`config.mk`:
```
export PLATFORM = sky130hd
export DESIGN_NAME = point_write_scheduler
export DESIGN_NICKNAME = d
export VERILOG_FILES = /design/src/rtl/rfb_pkg.sv /design/src/rtl/point_fifo.sv /design/src/rtl/point_write_scheduler.sv
export SDC_FILE = /design/constraint.sdc
export NUM_CORES = 1
export LEC_CHECK = 0
export CAP_MARGIN = 20
export CORE_MARGIN = 3
export CORE_UTILIZATION = 33
export DETAILED_ROUTE_END_ITERATION = 16
export MAX_ROUTING_LAYER = met4
export PLACE_DENSITY = 0.55
export SYNTH_ARGS = -nofsm -noshare
export SYNTH_HDL_FRONTEND = slang
export SYNTH_SLANG_ARGS = --single-unit
```
`constraint.sdc`:
```
create_clock -name clk_in -period 4 [get_ports clk_in]
set_input_delay 1 -clock clk_in [delete_from_list [all_inputs] [get_ports clk_in]]
set_output_delay 1 -clock clk_in [all_outputs]
set_load 0.02 [all_outputs]
```
`src/rtl/rfb_pkg.sv`:
```
// Shared rotating-frame-buffer definitions: geometry defaults, the point record and
// the write scheduler state encoding, common to the scheduler and the frame buffer.
package rfb_pkg;

    localparam int ROTATIONAL_RES_DEF = 1024;
    localparam int DISPLAY_RADIUS_DEF = 32;
    localparam int DISPLAY_HEIGHT_DEF = 64;

    localparam int RADIUS_W = $clog2(DISPLAY_RADIUS_DEF);
    localparam int THETA_W  = $clog2(ROTATIONAL_RES_DEF);
    localparam int Z_W      = $clog2(DISPLAY_HEIGHT_DEF);

    typedef struct packed {
        logic                flush;
        logic [RADIUS_W-1:0] radius;
        logic [THETA_W-1:0]  theta;
        logic [Z_W-1:0]      z;
    } point_t;

    typedef enum logic [1:0] {
        IDLE       = 2'd0,
        FLUSH_WAIT = 2'd1,
        WRITE_WAIT = 2'd2
    } sched_state_t;

endpackage

```
`src/rtl/point_fifo.sv`:
```
// First-word-fall-through point FIFO; the scheduler may clear the flag (MSB) of the
// head entry in place so a pending flush is consumed without losing the point.
module point_fifo #(
    parameter int DATA_W = 22,
    parameter int DEPTH  = 16
) (
    input  logic                   clk,
    input  logic                   rst_n,
    input  logic                   push,
    input  logic [DATA_W-1:0]      wdata,
    input  logic                   pop,
    input  logic                   clear_flag,
    output logic [DATA_W-1:0]      rdata,
    output logic [$clog2(DEPTH):0] count
);

    localparam int AW = $clog2(DEPTH);

    logic [DATA_W-1:0] mem [DEPTH];
    logic [AW-1:0]     wr_ptr;
    logic [AW-1:0]     rd_ptr;

    assign rdata = mem[rd_ptr];

    always_ff @(posedge clk) begin
        if (push)
            mem[wr_ptr] <= wdata;
        if (clear_flag)
            mem[rd_ptr][DATA_W-1] <= 1'b0;
    end

    always_ff @(posedge clk or negedge rst_n) begin
        if (!rst_n) begin
            wr_ptr <= '0;
            rd_ptr <= '0;
            count  <= '0;
        end else begin
            if (push)
                wr_ptr <= wr_ptr + AW'(1);
            if (pop)
                rd_ptr <= rd_ptr + AW'(1);
            case ({push, pop})
                2'b10:   count <= count + (AW+1)'(1);
                2'b01:   count <= count - (AW+1)'(1);
                default: count <= count;
            endcase
        end
    end

endmodule

```
`src/rtl/point_write_scheduler.sv`:
```
// Drains queued points into the frame buffer one at a time, honouring its busy handshake.
// Optional WRITE_DEDUP_EN drops a point identical to the last write issued since a flush.
module point_write_scheduler
    import rfb_pkg::*;
#(
    parameter int ROTATIONAL_RES = ROTATIONAL_RES_DEF,
    parameter int DISPLAY_RADIUS = DISPLAY_RADIUS_DEF,
    parameter int DISPLAY_HEIGHT = DISPLAY_HEIGHT_DEF,
    parameter int FIFO_DEPTH     = 16
) (
    input  logic                              clk_in,
    input  logic                              rst_in,
    input  logic                              point_valid_in,
    output logic                              point_ready_out,
    input  logic                              point_flush_in,
    input  logic [$clog2(DISPLAY_RADIUS)-1:0] radius_in,
    input  logic [$clog2(ROTATIONAL_RES)-1:0] theta_in,
    input  logic [$clog2(DISPLAY_HEIGHT)-1:0] z_in,
    input  logic                              buf_busy_in,
    output logic                              buf_flush_out,
    output logic                              buf_new_data_out,
    output logic [$clog2(DISPLAY_RADIUS)-1:0] buf_radius_out,
    output logic [$clog2(ROTATIONAL_RES)-1:0] buf_theta_out,
    output logic [$clog2(DISPLAY_HEIGHT)-1:0] buf_z_out,
    output logic [$clog2(FIFO_DEPTH):0]       fifo_count_out,
    output logic [15:0]                       write_count_out,
    output logic [15:0]                       dup_count_out
);

    localparam int RW = $clog2(DISPLAY_RADIUS);
    localparam int TW = $clog2(ROTATIONAL_RES);
    localparam int ZW = $clog2(DISPLAY_HEIGHT);
    localparam int DW = 1 + RW + TW + ZW;
    localparam int CW = $clog2(FIFO_DEPTH) + 1;
    localparam logic [CW-1:0] DEPTH_C = CW'(FIFO_DEPTH);

    sched_state_t  state;
    logic          holdoff;
    logic [DW-1:0] head;
    logic          push;
    logic          issue_ok;
    logic          do_flush;
    logic          do_pop;
    logic          do_write;
    logic          is_dup;

    assign point_ready_out = rst_in && (fifo_count_out < DEPTH_C);
    assign push            = point_valid_in && point_ready_out;

    // The FIFO stores {flush, radius, theta, z} with the flush flag as its MSB.
    point_fifo #(
        .DATA_W (DW),
        .DEPTH  (FIFO_DEPTH)
    ) u_fifo (
        .clk        (clk_in),
        .rst_n      (rst_in),
        .push       (push),
        .wdata      ({point_flush_in, radius_in, theta_in, z_in}),
        .pop        (do_pop),
        .clear_flag (do_flush),
        .rdata      (head),
        .count      (fifo_count_out)
    );

    assign issue_ok = (state == IDLE) && (fifo_count_out != '0) && !buf_busy_in;
    assign do_flush = issue_ok && head[DW-1];
    assign do_pop   = issue_ok && !head[DW-1];
    assign do_write = do_pop && !is_dup;

`ifdef WRITE_DEDUP_EN
    logic                 last_valid;
    logic [RW+TW+ZW-1:0]  last_point;

    assign is_dup = last_valid && (head[DW-2:0] == last_point);

    always_ff @(posedge clk_in or negedge rst_in) begin
        if (!rst_in) begin
            last_valid    <= 1'b0;
            last_point    <= '0;
            dup_count_out <= '0;
        end else begin
            if (do_flush)
                last_valid <= 1'b0;
            else if (do_write) begin
                last_valid <= 1'b1;
                last_point <= head[DW-2:0];
            end
            if (do_pop && is_dup && dup_count_out != 16'hFFFF)
                dup_count_out <= dup_count_out + 16'd1;
        end
    end
`else
    assign is_dup        = 1'b0;
    assign dup_count_out = '0;
`endif

    // Pulses last one cycle; the wait states skip busy for that pulse cycle, since the
    // buffer only raises busy in response to it.
    always_ff @(posedge clk_in or negedge rst_in) begin
        if (!rst_in) begin
            state            <= IDLE;
            holdoff          <= 1'b0;
            buf_flush_out    <= 1'b0;
            buf_new_data_out <= 1'b0;
            buf_radius_out   <= '0;
            buf_theta_out    <= '0;
            buf_z_out        <= '0;
            write_count_out  <= '0;
        end else begin
            buf_flush_out    <= 1'b0;
            buf_new_data_out <= 1'b0;
            buf_radius_out   <= '0;
            buf_theta_out    <= '0;
            buf_z_out        <= '0;
            case (state)
                IDLE: begin
                    if (do_flush) begin
                        state         <= FLUSH_WAIT;
                        holdoff       <= 1'b1;
                        buf_flush_out <= 1'b1;
                    end else if (do_write) begin
                        state            <= WRITE_WAIT;
                        holdoff          <= 1'b1;
                        buf_new_data_out <= 1'b1;
                        buf_radius_out   <= head[DW-2 -: RW];
                        buf_theta_out    <= head[TW+ZW-1 -: TW];
                        buf_z_out        <= head[ZW-1:0];
                        if (write_count_out != 16'hFFFF)
                            write_count_out <= write_count_out + 16'd1;
                    end
                end
                FLUSH_WAIT, WRITE_WAIT: begin
                    if (holdoff)
                        holdoff <= 1'b0;
                    else if (!buf_busy_in)
                        state <= IDLE;
                end
                default: begin
                    state   <= IDLE;
                    holdoff <= 1'b0;
                end
            endcase
        end
    end

endmodule
```
==> flow_summary.json <==
{
  "gp_congestion": 0.758,
  "synth-seq-cells": 407,
  "synth_area_leader_cell": "edfxtp_1",
  "port_buffers": 70,
  "fin_crit_sh": 0.877,
  "syn-cell-area_mm2": 0.0161,
  "nets": 940,
  "multi_input_area_mm2": 0.00401,
  "hpwl_mm": 20.3,
  "cts_setup_buffers": 0,
  "crit_path_max_fanout": 13,
  "drv_cap": 0,
  "antenna_found_initial": 1,
  "met3_wirelength_mm": 1.43,
  "synthCells": 786,
  "hold_class": "reg -> reg",
  "clkSlewWorstSetupHoldPaths_ns": 0.06,
  "clk_path_buf_depth": 3,
  "post-place-ws_ns": 0.456,
  "dominantRegCellSynth": "edfxtp_1",
  "die_area_mm2": 0.0514,
  "start_kind": "register",
  "report.final.slew_viol_count": 0,
  "drt-total-wl_mm": 34.5,
  "r2r_start": "u_fifo.rd_ptr[3]$_DFFE_PN0N_",
  "holdPathEnd": "holdoff$_DFFE_PN0P_",
  "synth_warnings": 0,
  "drtAntennaViolNets": 0,
  "critPathRequiredTime_ns": 4.45,
  "ctsRootBufferMaster": "clkbuf_16",
  "num_io_pins": 87,
  "setup_viol": 0,
  "fp.dieH_um": 227,
  "drt-initial-drc-count": 467,
  "hold_path_depth": 2,
  "wire_per_inst_um": 22.3,
  "synth_seq_area_share": 0.733,
  "routed.top_layer": "met4",
  "worstMarginPinSlew_ns": 0.938,
  "path_cells": "mux4_1, mux2_2, mux2_2, nor2_2, ha_1, xor2_1, ha_1, o21a_1, o21ai_0, o21bai_1, mux2i_1, xnor2_1",
  "dieWidth_um": 227,
  "grt_pass1_wl_mm": 52.4,
  "viasPerCell": 4.91,
  "tritoncts": "yes",
  "initial_core_util": 0.335,
  "wl_met1_mm": 14.8,
  "route.detailed.drc": 0,
  "placementRows": 80,
  "cts_resized": 0,
  "grt-ovfl-total": 0,
  "ir_worst_vdd_mv": 0.460,
  "grt_pass1_vias": 8131,
  "firstDrtPassIters": 5,
  "r2r-end": "u_fifo.count[4]$_DFFE_PN0P_",
  "cp-end-kind": "register",
  "crit_slowest_cell": "dfrtp_1",
  "synth_top_area_frac": 0.628,
  "coreArea_mm2": 0.0479,
  "yosysUniqueCellTypes": 48,
  "leakagePower_nw": 6.36,
  "async_flop_share": 0.135,
  "max_freq_ghz": 0.285,
  "synth_edf_count": 336,
  "vias": 7608,
  "finalHoldViolCount": 0,
  "setup_ws_ns": 0.493,
  "crit_type": "reg -> reg",
  "ff2ff_setup_slack_ns": 0.49,
  "ctsHoldBuffers": 0,
  "drive_gt1_frac": 0.244,
  "outcome": "finished, final reports clean",
  "reg2reg_depth": 12,
  "synth_area_leaders": "edfxtp_1 63%, mux4_2 15%, dfrtp_1 8.6%",
  "hold_start": "holdoff$_DFFE_PN0P_",
  "fin_crit_ns": 3.51,
  "gr-usage-all-layers": 0.140,
  "setup_tns_ns": 0,
  "skew_ns": 0.0160,
  "grt_max_degree": 88,
  "slew_headroom": 0.375,
  "power_density_mw_per_mm2": 675,
  "critPathMaxStageDelay_ns": 0.65,
  "post_synth.cell_area_avg_um2": 20.4,
  "rsz0062_at_grt": "false",
  "areaGrowthSynthToFinish_pct": 18.1,
  "route.met2.wl_mm": 17.5,
  "nFillCells": 4235,
  "clkLatencyLatePin_ns": 0.54,
  "cts_sinks": 407,
  "htreeDepth": 2,
  "numCtsBuffers": 42,
  "cp.buffers_inverters": 0,
  "critical_path.top_delay_family": "multiplexers",
  "arrival_ns": 3.96,
  "layout.area.seq_mm2": 0.0118
}
## registers in the layout (all words and copies together) (netlist names)
register,cells
u_fifo.count,5
holdoff,1
buf_radius_out,5
u_fifo.wr_ptr,4
buf_flush_out,1
buf_new_data_out,1
buf_z_out,6
state,2
u_fifo.rd_ptr,4
u_fifo.mem,352
buf_theta_out,10
write_count_out,16
## power by group
part / internal (mW) / total, mW / switching (mW)
clock network: 2.07 / 3.65 / 1.58
logic: 1.93 / 3.85 / 1.92
registers: 5.02 / 5.31 / 0.295
## worst max-delay path by stage
stage,start,endpoint,slack (ns),cells past startpoint
5_1_grt,u_fifo.rd_ptr[3]$_DFFE_PN0N_,u_fifo.count[4]$_DFFE_PN0P_,0.21,12
3_5_place_dp,point_valid_in,u_fifo.count[4]$_DFFE_PN0P_,0.46,11
6_report,u_fifo.rd_ptr[3]$_DFFE_PN0N_,u_fifo.count[4]$_DFFE_PN0P_,0.49,12
4_1_cts,u_fifo.rd_ptr[3]$_DFFE_PN0N_,u_fifo.count[4]$_DFFE_PN0P_,0.49,12
3_3_place_gp,point_valid_in,u_fifo.count[4]$_DFFE_PN0P_,0.43,11
2_1_floorplan,u_fifo.rd_ptr[3]$_DFFE_PN0N_,u_fifo.count[4]$_DFFE_PN0P_,0.49,15
## Yosys cell counts (14+ instances only)
master and instances:
and2_1 37, buf_4 16, clkbuf_1 23, dfrtp_1 55
dfxtp_1 16, edfxtp_1 336, ha_1 14, mux2i_1 17
mux4_2 108, nand2_1 19, xor2_1 17
## through the flow
stage	power (mW)	util	area [um2]	std cells	hold slack, ns
finish	12.8	0.396	19000	1548	0.484
global route	13.4	0.396	19000	1548	0.528
CTS	13.0	0.395	18900	1545	0.486
detailed placement	9.33	0.369	17700	1469	0.474
global placement	9.33	0.369	17700	1469	0.461
floorplan	8.04	-	16100	801	0.445
## worst min-delay path, stage by stage, from the launching register on
cell,delay (ns)
dfrtp_1,0.34
nand2_1,0.05
nand2_1,0.06
## metal layers
layer  vias up  global-route usage
li1       3357                   -
met1      4032               0.180
met2       165               0.233
met3        54              0.0219
met4         0              0.0383
met5         -                   -
## layout make-up
cell class                 count  area share
multi-input combinational    329       0.211
inverter                      11     0.00218
clock inverter                20     0.00547
tap                          615      0.0405
sequential                   407       0.621
clock buffer                  56      0.0620
timing repair buffer         109      0.0568
antenna                        1    0.000132
## kinds of logic (layout without fill, tap and decap cells)
kind of cell / after synthesis / after routing / synth area share
compound gates: 31 / 31 / 0.0130
fa+ha+maj: 14 / 14 / 0.0109
xor+xnor: 27 / 27 / 0.0147
mux: 132 / 132 / 0.168
other cells: 1 / 17 / 0.000233
simple gates: 109 / 109 / 0.0395
flops: 407 / 407 / 0.733
buf+inv: 65 / 196 / 0.0206
## placed cells by master, fill, tap and decap left out, drive strengths merged, types with 2 or more instances in the layout
cell             n
inv             13
dfrtp           55
nand4            3
clkbuf          56
nor2            11
nor3             9
clkdlybuf4s50   69
and2            37
clkinv          17
xnor2           10
a22o             2
nand3            6
nor4b            3
o21bai           2
mux2             6
a41oi            8
nand2           19
dfxtp           16
o21ai            6
ha              14
nor4             5
nor3b            3
buf             40
a21oi           10
xor2            17
or3              3
conb            16
mux2i           17
edfxtp         336
mux4           109
nor2b            4
Power figures use the tool's default switching activity.
